`config.mk`:
```
export PLATFORM = sky130hd
export DESIGN_NAME = writeback_stage
export DESIGN_NICKNAME = d
export VERILOG_FILES = /design/src/rtl/writeback_stage.sv
export SDC_FILE = /design/constraint.sdc
export NUM_CORES = 1
export LEC_CHECK = 0
export ABC_AREA = 0
export CAP_MARGIN = 30
export CORE_MARGIN = 8
export CORE_UTILIZATION = 30
export DETAILED_ROUTE_END_ITERATION = 16
export PLACE_DENSITY = 0.62
export SLEW_MARGIN = 10
export SYNTH_ARGS = -nofsm -noshare
export SYNTH_HDL_FRONTEND = slang
export SYNTH_SLANG_ARGS = --single-unit
```
`constraint.sdc`:
```
create_clock -name clk -period 2.75 [get_ports clk]
set_clock_uncertainty 0.1 [all_clocks]
set_input_delay 0.6875 -clock clk [delete_from_list [all_inputs] [get_ports clk]]
set_output_delay 0.6875 -clock clk [all_outputs]
set_load 0.02 [all_outputs]
```
`src/rtl/writeback_stage.sv`:
```
// Writeback stage: decodes the retiring instruction, extracts and extends load data,
// and presents a one-cycle-registered register-file write with retire information.
module writeback_stage #(
    parameter int XLEN     = 32,
    parameter int RETIRE_W = 32
) (
    input  logic                clk,
    input  logic                rstf,
    input  logic [31:0]         t_instr,
    input  logic                t_instr_valid,
    output logic                t_instr_ready,
    input  logic [XLEN-1:0]     t_pc,
    input  logic [XLEN-1:0]     t_alu_result,
    input  logic [XLEN-1:0]     t_load_data,
    input  logic                i_hold,
    input  logic                i_flush,
    output logic [4:0]          rd,
    output logic [XLEN-1:0]     rd_value,
    output logic                we,
    output logic                retire_valid,
    output logic [XLEN-1:0]     retire_pc,
    output logic [RETIRE_W-1:0] retire_count,
    output logic                o_misaligned,
    output logic                o_illegal
);
    localparam int OFF_W = $clog2(XLEN / 8);

    localparam logic [6:0] OPC_LOAD     = 7'b0000011;
    localparam logic [6:0] OPC_MISC_MEM = 7'b0001111;
    localparam logic [6:0] OPC_OP_IMM   = 7'b0010011;
    localparam logic [6:0] OPC_AUIPC    = 7'b0010111;
    localparam logic [6:0] OPC_OP_IMM32 = 7'b0011011;
    localparam logic [6:0] OPC_STORE    = 7'b0100011;
    localparam logic [6:0] OPC_OP       = 7'b0110011;
    localparam logic [6:0] OPC_LUI      = 7'b0110111;
    localparam logic [6:0] OPC_OP32     = 7'b0111011;
    localparam logic [6:0] OPC_BRANCH   = 7'b1100011;
    localparam logic [6:0] OPC_JALR     = 7'b1100111;
    localparam logic [6:0] OPC_JAL      = 7'b1101111;
    localparam logic [6:0] OPC_SYSTEM   = 7'b1110011;

    logic [6:0]      opcode_s;
    logic [2:0]      funct3_s;
    logic [4:0]      rd_s;
    logic [OFF_W-1:0] off_s;
    logic [OFF_W-1:0] size_mask_s;
    logic [XLEN-1:0] shifted_s;
    logic [XLEN-1:0] load_value_s;
    logic [XLEN-1:0] value_s;
    logic            load_illegal_s;
    logic            load_misaligned_s;
    logic            writes_s;
    logic            illegal_s;
    logic            misaligned_s;
    logic            accept_s;
    logic            unused_s;

    assign opcode_s      = t_instr[6:0];
    assign rd_s          = t_instr[11:7];
    assign funct3_s      = t_instr[14:12];
    assign off_s         = t_alu_result[OFF_W-1:0];
    assign shifted_s     = t_load_data >> {off_s, 3'b000};
    assign t_instr_ready = rstf & ~i_hold;
    assign accept_s      = t_instr_valid & t_instr_ready;
    assign unused_s      = &{1'b0, t_instr[31:15]};

    // Load lane selection, sign/zero extension and access-size alignment mask.
    always_comb begin
        load_value_s   = '0;
        size_mask_s    = '0;
        load_illegal_s = 1'b0;
        case (funct3_s)
            3'b000: load_value_s = XLEN'($signed(shifted_s[7:0]));
            3'b100: load_value_s = XLEN'(shifted_s[7:0]);
            3'b001: begin
                load_value_s = XLEN'($signed(shifted_s[15:0]));
                size_mask_s  = OFF_W'(3'd1);
            end
            3'b101: begin
                load_value_s = XLEN'(shifted_s[15:0]);
                size_mask_s  = OFF_W'(3'd1);
            end
            3'b010: begin
                load_value_s = XLEN'($signed(shifted_s[31:0]));
                size_mask_s  = OFF_W'(3'd3);
            end
            3'b110: begin
                if (XLEN == 64) begin
                    load_value_s = XLEN'(shifted_s[31:0]);
                    size_mask_s  = OFF_W'(3'd3);
                end else begin
                    load_illegal_s = 1'b1;
                end
            end
            3'b011: begin
                if (XLEN == 64) begin
                    load_value_s = t_load_data;
                    size_mask_s  = OFF_W'(3'd7);
                end else begin
                    load_illegal_s = 1'b1;
                end
            end
            default: load_illegal_s = 1'b1;
        endcase
        load_misaligned_s = ~load_illegal_s & ((off_s & size_mask_s) != '0);
    end

    // Opcode decode: source of the rd value and write / fault classification.
    always_comb begin
        writes_s     = 1'b0;
        illegal_s    = 1'b0;
        misaligned_s = 1'b0;
        value_s      = t_alu_result;
        case (opcode_s)
            OPC_OP, OPC_OP_IMM, OPC_LUI, OPC_AUIPC: writes_s = 1'b1;
            OPC_OP32, OPC_OP_IMM32: begin
                if (XLEN == 64) begin
                    writes_s = 1'b1;
                end else begin
                    illegal_s = 1'b1;
                end
            end
            OPC_JAL, OPC_JALR: begin
                writes_s = 1'b1;
                value_s  = t_pc + XLEN'(3'd4);
            end
            OPC_LOAD: begin
                writes_s     = ~load_illegal_s;
                illegal_s    = load_illegal_s;
                misaligned_s = load_misaligned_s;
                value_s      = load_value_s;
            end
            OPC_STORE, OPC_BRANCH, OPC_MISC_MEM, OPC_SYSTEM: writes_s = 1'b0;
            default: illegal_s = 1'b1;
        endcase
    end

    // Output register: flushed or absent instructions leave data outputs holding.
    always_ff @(posedge clk) begin
        if (!rstf) begin
            rd           <= 5'd0;
            rd_value     <= '0;
            we           <= 1'b0;
            retire_valid <= 1'b0;
            retire_pc    <= '0;
            retire_count <= '0;
            o_misaligned <= 1'b0;
            o_illegal    <= 1'b0;
        end else if (accept_s && !i_flush) begin
            rd           <= rd_s;
            rd_value     <= value_s;
            we           <= writes_s & (rd_s != 5'd0) & ~misaligned_s;
            retire_valid <= 1'b1;
            retire_pc    <= t_pc;
            retire_count <= retire_count + RETIRE_W'(1'b1);
            o_misaligned <= misaligned_s;
            o_illegal    <= illegal_s;
        end else begin
            we           <= 1'b0;
            retire_valid <= 1'b0;
            o_misaligned <= 1'b0;
            o_illegal    <= 1'b0;
        end
    end
endmodule

```
==> results by group, run 1 <==
Run status
  – Outcome: finished clean

Place
  – RD Place Congestion: 0.866
  – Hpwl dp: 17,900 um
  – Placed instance count: 1,205
  – Placed Instance Area: 8580 sq um
  – Placement Setup Slack: -0.157 ns
  – Buffers on Ports: 221

Floorplan
  – Starting Density: 30.7%
  – Die area: 23,100 sq um
  – Die Span X: 152 um
  – Row cnt: 49
  – # IOs: 239
  – DIE HEIGHT: 152 um
  – Core area: 18,100 sq um

STA
  – Pins Over Slew Limit: 0
  – Final hold violation count: 0
  – RSZ-0062 raised after global routing: false
  – Rel. slew slack: 56.5%
  – Setup WS post-layout: 0.0979 ns
  – Worst Tran Pin Value: 0.653 ns
  – Period Utilization, post-route: 96.4%
  – F_max: 377 MHz
  – Minimum clock period: 2.65 ns
  – Final setup violation count: 0
  – WHS: 0.356 ns

Pwr
  – Leakage power: 3.29 nW
  – Maximum VDD drop: 0.324 mV
  – Pwr Density: 411 nW/um^2

Routing
  – Antenna-violating nets left: 0
  – Total wire length: 22,200 um
  – Initial drt markers: 348
  – Post-DR wirelength/cell: 18.2 um
  – Vias per cell: 5.01
  – Vias: 6,118
  – Residual DRC: 0
  – Drt first pass iters: 5

Critical path
  – Reg2reg path depth: 6
  – WP data arrival: 1.86 ns
  – R2r startpoint: retire_count[16]
  – Setup CP Type: input pin to output pin
  – Required time of the critical path: 1.96 ns
  – Crit path capture: t_instr_ready
  – Maximum fanout along the worst path: 2
  – Reg-to-reg slack, setup: 0.73 ns
  – Crit end category: output pin
  – Crit path from: i_hold
  – Startpoint Class: input pin
  – Worst r2r dst: retire_count[31]

Layout
  – Fraction of layout cells with a size suffix above 1: 12.6%
  – FILL cells: 1,751
  – NumNets Final: 1,122
  – Area growth from synthesis to layout: 60.5%
  – Finished Cell Area: 8910 sq um
  – Post-Layout Cell Count: 1,222
  – Utilization after layout: 49.2%

Yosys
  – Most frequent cell after synthesis: nand2_1
  – Yosys top cell by area: dfxtp_1
  – Post-synth top flop: dfxtp_1
  – EDFF count, synth: 0
  – Yosys reg bits: 105
  – Leading cell types by count after synthesis: nand2_1, dfxtp_1, o21ai_0
  – Post-synthesis cell count: 707
  – Synth cell types: 56
  – Total of warnings raised by yosys: 0
  – Ys async rst share: 0%
  – Synth top area cells: dfxtp_1, nand2_1, o21ai_0, xnor2_1, xor2_1
  – Syn Nets: 842
  – Syn_area_per_cell: 7.85 sq um
  – Register area share after synthesis: 37.9%
  – Post-Synthesis Cell Area: 5550 sq um
  – Yosys top cell area share: 37.9%

Clock tree
  – Post_cts resized: 0
  – CTS Hold Buffers Added: 0
  – CTS Buffer Depth: 2
  – Clock sink total: 105
  – Clock Latency Late Sink: 0.35 ns
  – CTS tree: yes
  – CTS Root Cell: clkbuf_16
  – Clock slew at reported path FFs: 0.07 ns
  – Max H-tree Level: 3
  – Num CTS Buffers: 9
  – Postcts setup bufs: 0

GRT
  – Vias in the first global route: 6,210
  – First-pass GRT wire length: 34,400 um
  – Grt total ovfl: 0
  – Total Routing Usage GR: 18.8%
  – Antenna violations before repair: 2
  – Largest net degree at the start of global routing: 57

Worst hold path
  – Hold Path Stages: 2
  – Hold Crit Class: register to register

Job
  – Max_cap viols: 0
[cell type report]
cell class              count  area, sq um  share of cell area [%]
diodes                      1         2.50                  0.0281
clock buffers               9          225                    2.53
clock inverters             7         98.8                    1.11
inverters                   8         31.3                   0.351
multi-input cells         549         3240                    36.4
flip-flops and latches    105         2100                    23.6
well taps                 229          287                    3.22
repair buffers            314         2920                    32.8
[critical path, stage by stage]
cell and delay, ns:
clkdlybuf4s50_1 0.44, nor2_4 0.12, clkdlybuf4s50_1 0.61
[cells by family after synthesis]
family                   share of synthesized area (%)
AO/OA/AOI/OAI                                     19.5
XOR/XNOR                                          7.89
adder cells (fa/ha/maj)                          0.451
buffers and inverters                             3.76
flip-flops                                        37.9
multiplexers                                      3.83
AND/OR/NAND/NOR                                   26.7
[state kept, by name, summed over array words and instances, names as in the netlist]
register,flops
rd,5
retire_pc,32
retire_count,32
rd_value,32
we,1
o_illegal,1
o_misaligned,1
retire_valid,1
[layer usage]
| metal | GRT usage [%] | wire length [um] |
|---|---|---|
| met5 | 0 | 11 |
| met4 | 7.00 | 619 |
| met3 | 7.88 | 2140 |
| met2 | 31.0 | 10300 |
| met1 | 21.2 | 9110 |
[cell usage in the layout (no fill, tap or decap), types with 16 or more instances in the layout]
cell type	instances
a21oi_1	27
a221oi_1	17
buf_4	91
clkdlybuf4s50_1	220
dfxtp_1	105
mux2i_1	19
nand2_1	126
nand3_1	35
nand4_1	18
nor2_1	45
nor3_1	16
o21ai_0	91
xnor2_1	27
xor2_1	23
[power breakdown]
group	switching (mW)	total, mW	internal [mW]
clock	0.615	1.42	0.807
sequential	0.0209	1.58	1.56
combinational	0.307	0.663	0.356
[worst min-delay path by stage]
stage                             start             to  slack (ns)
after floorplan                   rd[0]          rd[0]        0.43
after global placement     rd_value[29]   rd_value[29]        0.33
after detailed placement   rd_value[28]   rd_value[28]        0.35
after CTS                 retire_pc[11]  retire_pc[11]        0.36
after global routing       rd_value[17]   rd_value[17]        0.38
final                      rd_value[28]   rd_value[28]        0.36
[per-stage QoR]
| step | power, mW | setup TNS, ns |
|---|---|---|
| after detailed placement | 2.28 | -1.19 |
| after CTS | 3.72 | 0 |
| after global placement | 2.28 | -0.859 |
| after floorplan | 1.85 | 0 |
| final | 3.66 | 0 |
| after global routing | 3.82 | 0 |
(Power assumes the default switching activity.)
==> inputs of run 2 (changes only) <==
--- a/config.mk
+++ b/config.mk
@@ -10,7 +10,7 @@
 export CORE_MARGIN = 8
 export CORE_UTILIZATION = 30
 export DETAILED_ROUTE_END_ITERATION = 16
-export PLACE_DENSITY = 0.62
+export PLACE_DENSITY = 0.64
 export SLEW_MARGIN = 10
 export SYNTH_ARGS = -nofsm -noshare
 export SYNTH_HDL_FRONTEND = slang
==> constraint.sdc (replaced) <==
create_clock -name clk -period 2.34 [get_ports clk]
set_clock_uncertainty 0.1 [all_clocks]
set_input_delay 0.585 -clock clk [delete_from_list [all_inputs] [get_ports clk]]
set_output_delay 0.585 -clock clk [all_outputs]
set_load 0.02 [all_outputs]
==> run 2 against run 1 <==
Sequential power up 17%. Combinational power grew 24%. Count of clock-buffer cells in the layout did not move. Utilization rose by 1.8 points. First-iteration DRC count grew 14%. Cell count is 2.3% higher. Routed wire length rose by 2.4%. Register-to-register slack lost 0.39 ns. Total power rose by 17%. Clock power up 13%. Sequential cell count did not move. Setup slack lost 0.037 ns. Critical path type is now input pin to register. Largest cell class unchanged.
==> results by group, run 2 (synthesized netlist as in run 1, its figures left out) <==
Critical path
  – Crit end category: register
  – Setup CP Type: input pin to register
  – Startpoint Class: input pin
  – WP data arrival: 2.42 ns
  – Maximum fanout along the worst path: 6
  – Required time of the critical path: 2.48 ns
  – Reg-to-reg slack, setup: 0.34 ns

Floorplan
  – Row cnt: 49
  – # IOs: 239
  – DIE HEIGHT: 152 um
  – Core area: 18,100 sq um
  – Die Span X: 152 um
  – Starting Density: 30.7%
  – Die area: 23,100 sq um

STA
  – Pins Over Slew Limit: 0
  – Final hold violation count: 0
  – Final setup violation count: 0
  – Minimum clock period: 2.28 ns
  – Setup_tns: 0 ns
  – Setup WS post-layout: 0.0613 ns
  – Period Utilization, post-route: 97.4%
  – RSZ-0062 raised after global routing: true
  – F_max: 439 MHz
  – Rel. slew slack: 54.1%
  – Worst Tran Pin Value: 0.686 ns

Clock tree
  – Clock sink total: 105
  – Clock Latency Late Sink: 0.35 ns
  – Clock slew at reported path FFs: 0.07 ns
  – CTS Hold Buffers Added: 0
  – CTS tree: yes
  – Max H-tree Level: 3
  – Num CTS Buffers: 9
  – CTS Root Cell: clkbuf_16
  – CTS Buffer Depth: 2

GRT
  – Largest net degree at the start of global routing: 57
  – Vias in the first global route: 6,473
  – Met2 usage: 31.8%
  – GRT met1 Usage: 21.0%
  – First-pass GRT wire length: 35,300 um
  – Total Routing Usage GR: 19.2%
  – Grt total ovfl: 0
  – Met3 Track Usage GR: 8.74%
  – Antenna violations before repair: 2
  – Gr busiest metal: met2

Pwr
  – Sw frac: 27.1%
  – Psw: 1.16 mW
  – Clock power share: 37.6%
  – Reg power frac: 43.2%
  – Comb pwr share: 19.2%
  – Pwr Density: 465 nW/um^2
  – Maximum VDD drop: 0.326 mV
  – Leakage power: 3.50 nW
  – Int Power: 3.13 mW

Routing
  – Initial drt markers: 396
  – Residual DRC: 0
  – Vias per cell: 5.05
  – Drt first pass iters: 5
  – Total wire length: 22,700 um
  – Vias: 6,310
  – Antenna-violating nets left: 0
  – Post-DR wirelength/cell: 18.2 um

Layout
  – Area growth from synthesis to layout: 66.5%
  – FILL cells: 1,757
  – Post-Layout Cell Count: 1,250
  – Fraction of layout cells with a size suffix above 1: 17.3%
  – Sequential Area: 2100 sq um
  – Most frequent cells in the layout: clkdlybuf4s50_1, nand2_1, buf_4, dfxtp_1, o21ai_0
  – Commonest non-fill, non-tap cell in the layout: clkdlybuf4s50_1
  – N_diodes: 0
  – Biggest regs: rd_value x32, retire_count x32, retire_pc x32
  – NumNets Final: 1,151
  – Multi-input gate area: 3360 sq um

Place
  – Hpwl dp: 18,400 um
  – Placement Setup Slack: -0.428 ns
  – Placed instance count: 1,231
  – RD Place Congestion: 0.926
  – Buffers on Ports: 221

Run status
  – Outcome: finished clean

Worst hold path
  – Hold Crit Class: register to register

Job
  – Max_cap viols: 0
[run 2: cell type report]
cell class / count / share of cell area [%]
multi-input cells: 549 / 36.4
inverters: 8 / 0.339
repair buffers: 343 / 34.1
well taps: 229 / 3.10
clock inverters: 7 / 0.921
flip-flops and latches: 105 / 22.7
clock buffers: 9 / 2.44
[run 2: repair_timing]
action	in CTS	in global routing
resized for setup	6	29
buffers inserted	0	2
setup endpoints to repair	5	24
cloned	0	1
pin swaps	1	10
[run 2: through the flow]
step | hold slack, ns | util [%] | power [mW] | cell area (sq um)
3_3_place_gp | 0.333 | 48.5 | 2.70 | 8770
3_5_place_dp | 0.343 | 48.5 | 2.71 | 8770
5_1_grt | 0.380 | 51.1 | 4.47 | 9240
2_1_floorplan | 0.433 | - | 2.18 | 5550
4_1_cts | 0.361 | 50.4 | 4.32 | 9110
6_report | 0.352 | 51.1 | 4.29 | 9240
[run 2: per-layer routing]
metal | part of all wire [%] | vias up
met2 | 47 | 221
met5 | 0.10 | -
met3 | 9.8 | 44
li1 | - | 3152
met4 | 3.2 | 4
met1 | 40 | 2889
[run 2: power groups by stage]
stage | clock network, mW | logic [mW] | registers [mW]
CTS | 1.65 | 0.818 | 1.85
global route | 1.73 | 0.884 | 1.86
detailed placement | 0 | 0.812 | 1.90
floorplan | 0 | 0.227 | 1.95
global placement | 0 | 0.809 | 1.89
finish | 1.61 | 0.825 | 1.85
[run 2: path summary, 6_finish.rpt]
| kind | from | to | cells after the start |
|---|---|---|---|
| max | t_instr[3] | rd_value[25] | 10 |
| min | rd_value[17] | rd_value[17] | 2 |
| max reg2reg | retire_count[17] | retire_count[31] | 6 |
| min reg2reg | rd_value[17] | rd_value[17] | 2 |
[run 2: critical path: stages]
cell	delay (ns)
clkdlybuf4s50_1	0.48
and4bb_2	0.25
and2_1	0.18
buf_4	0.14
nand2_1	0.13
o21ai_2	0.08
buf_4	0.14
buf_6	0.13
a221oi_2	0.18
o21ai_0	0.11
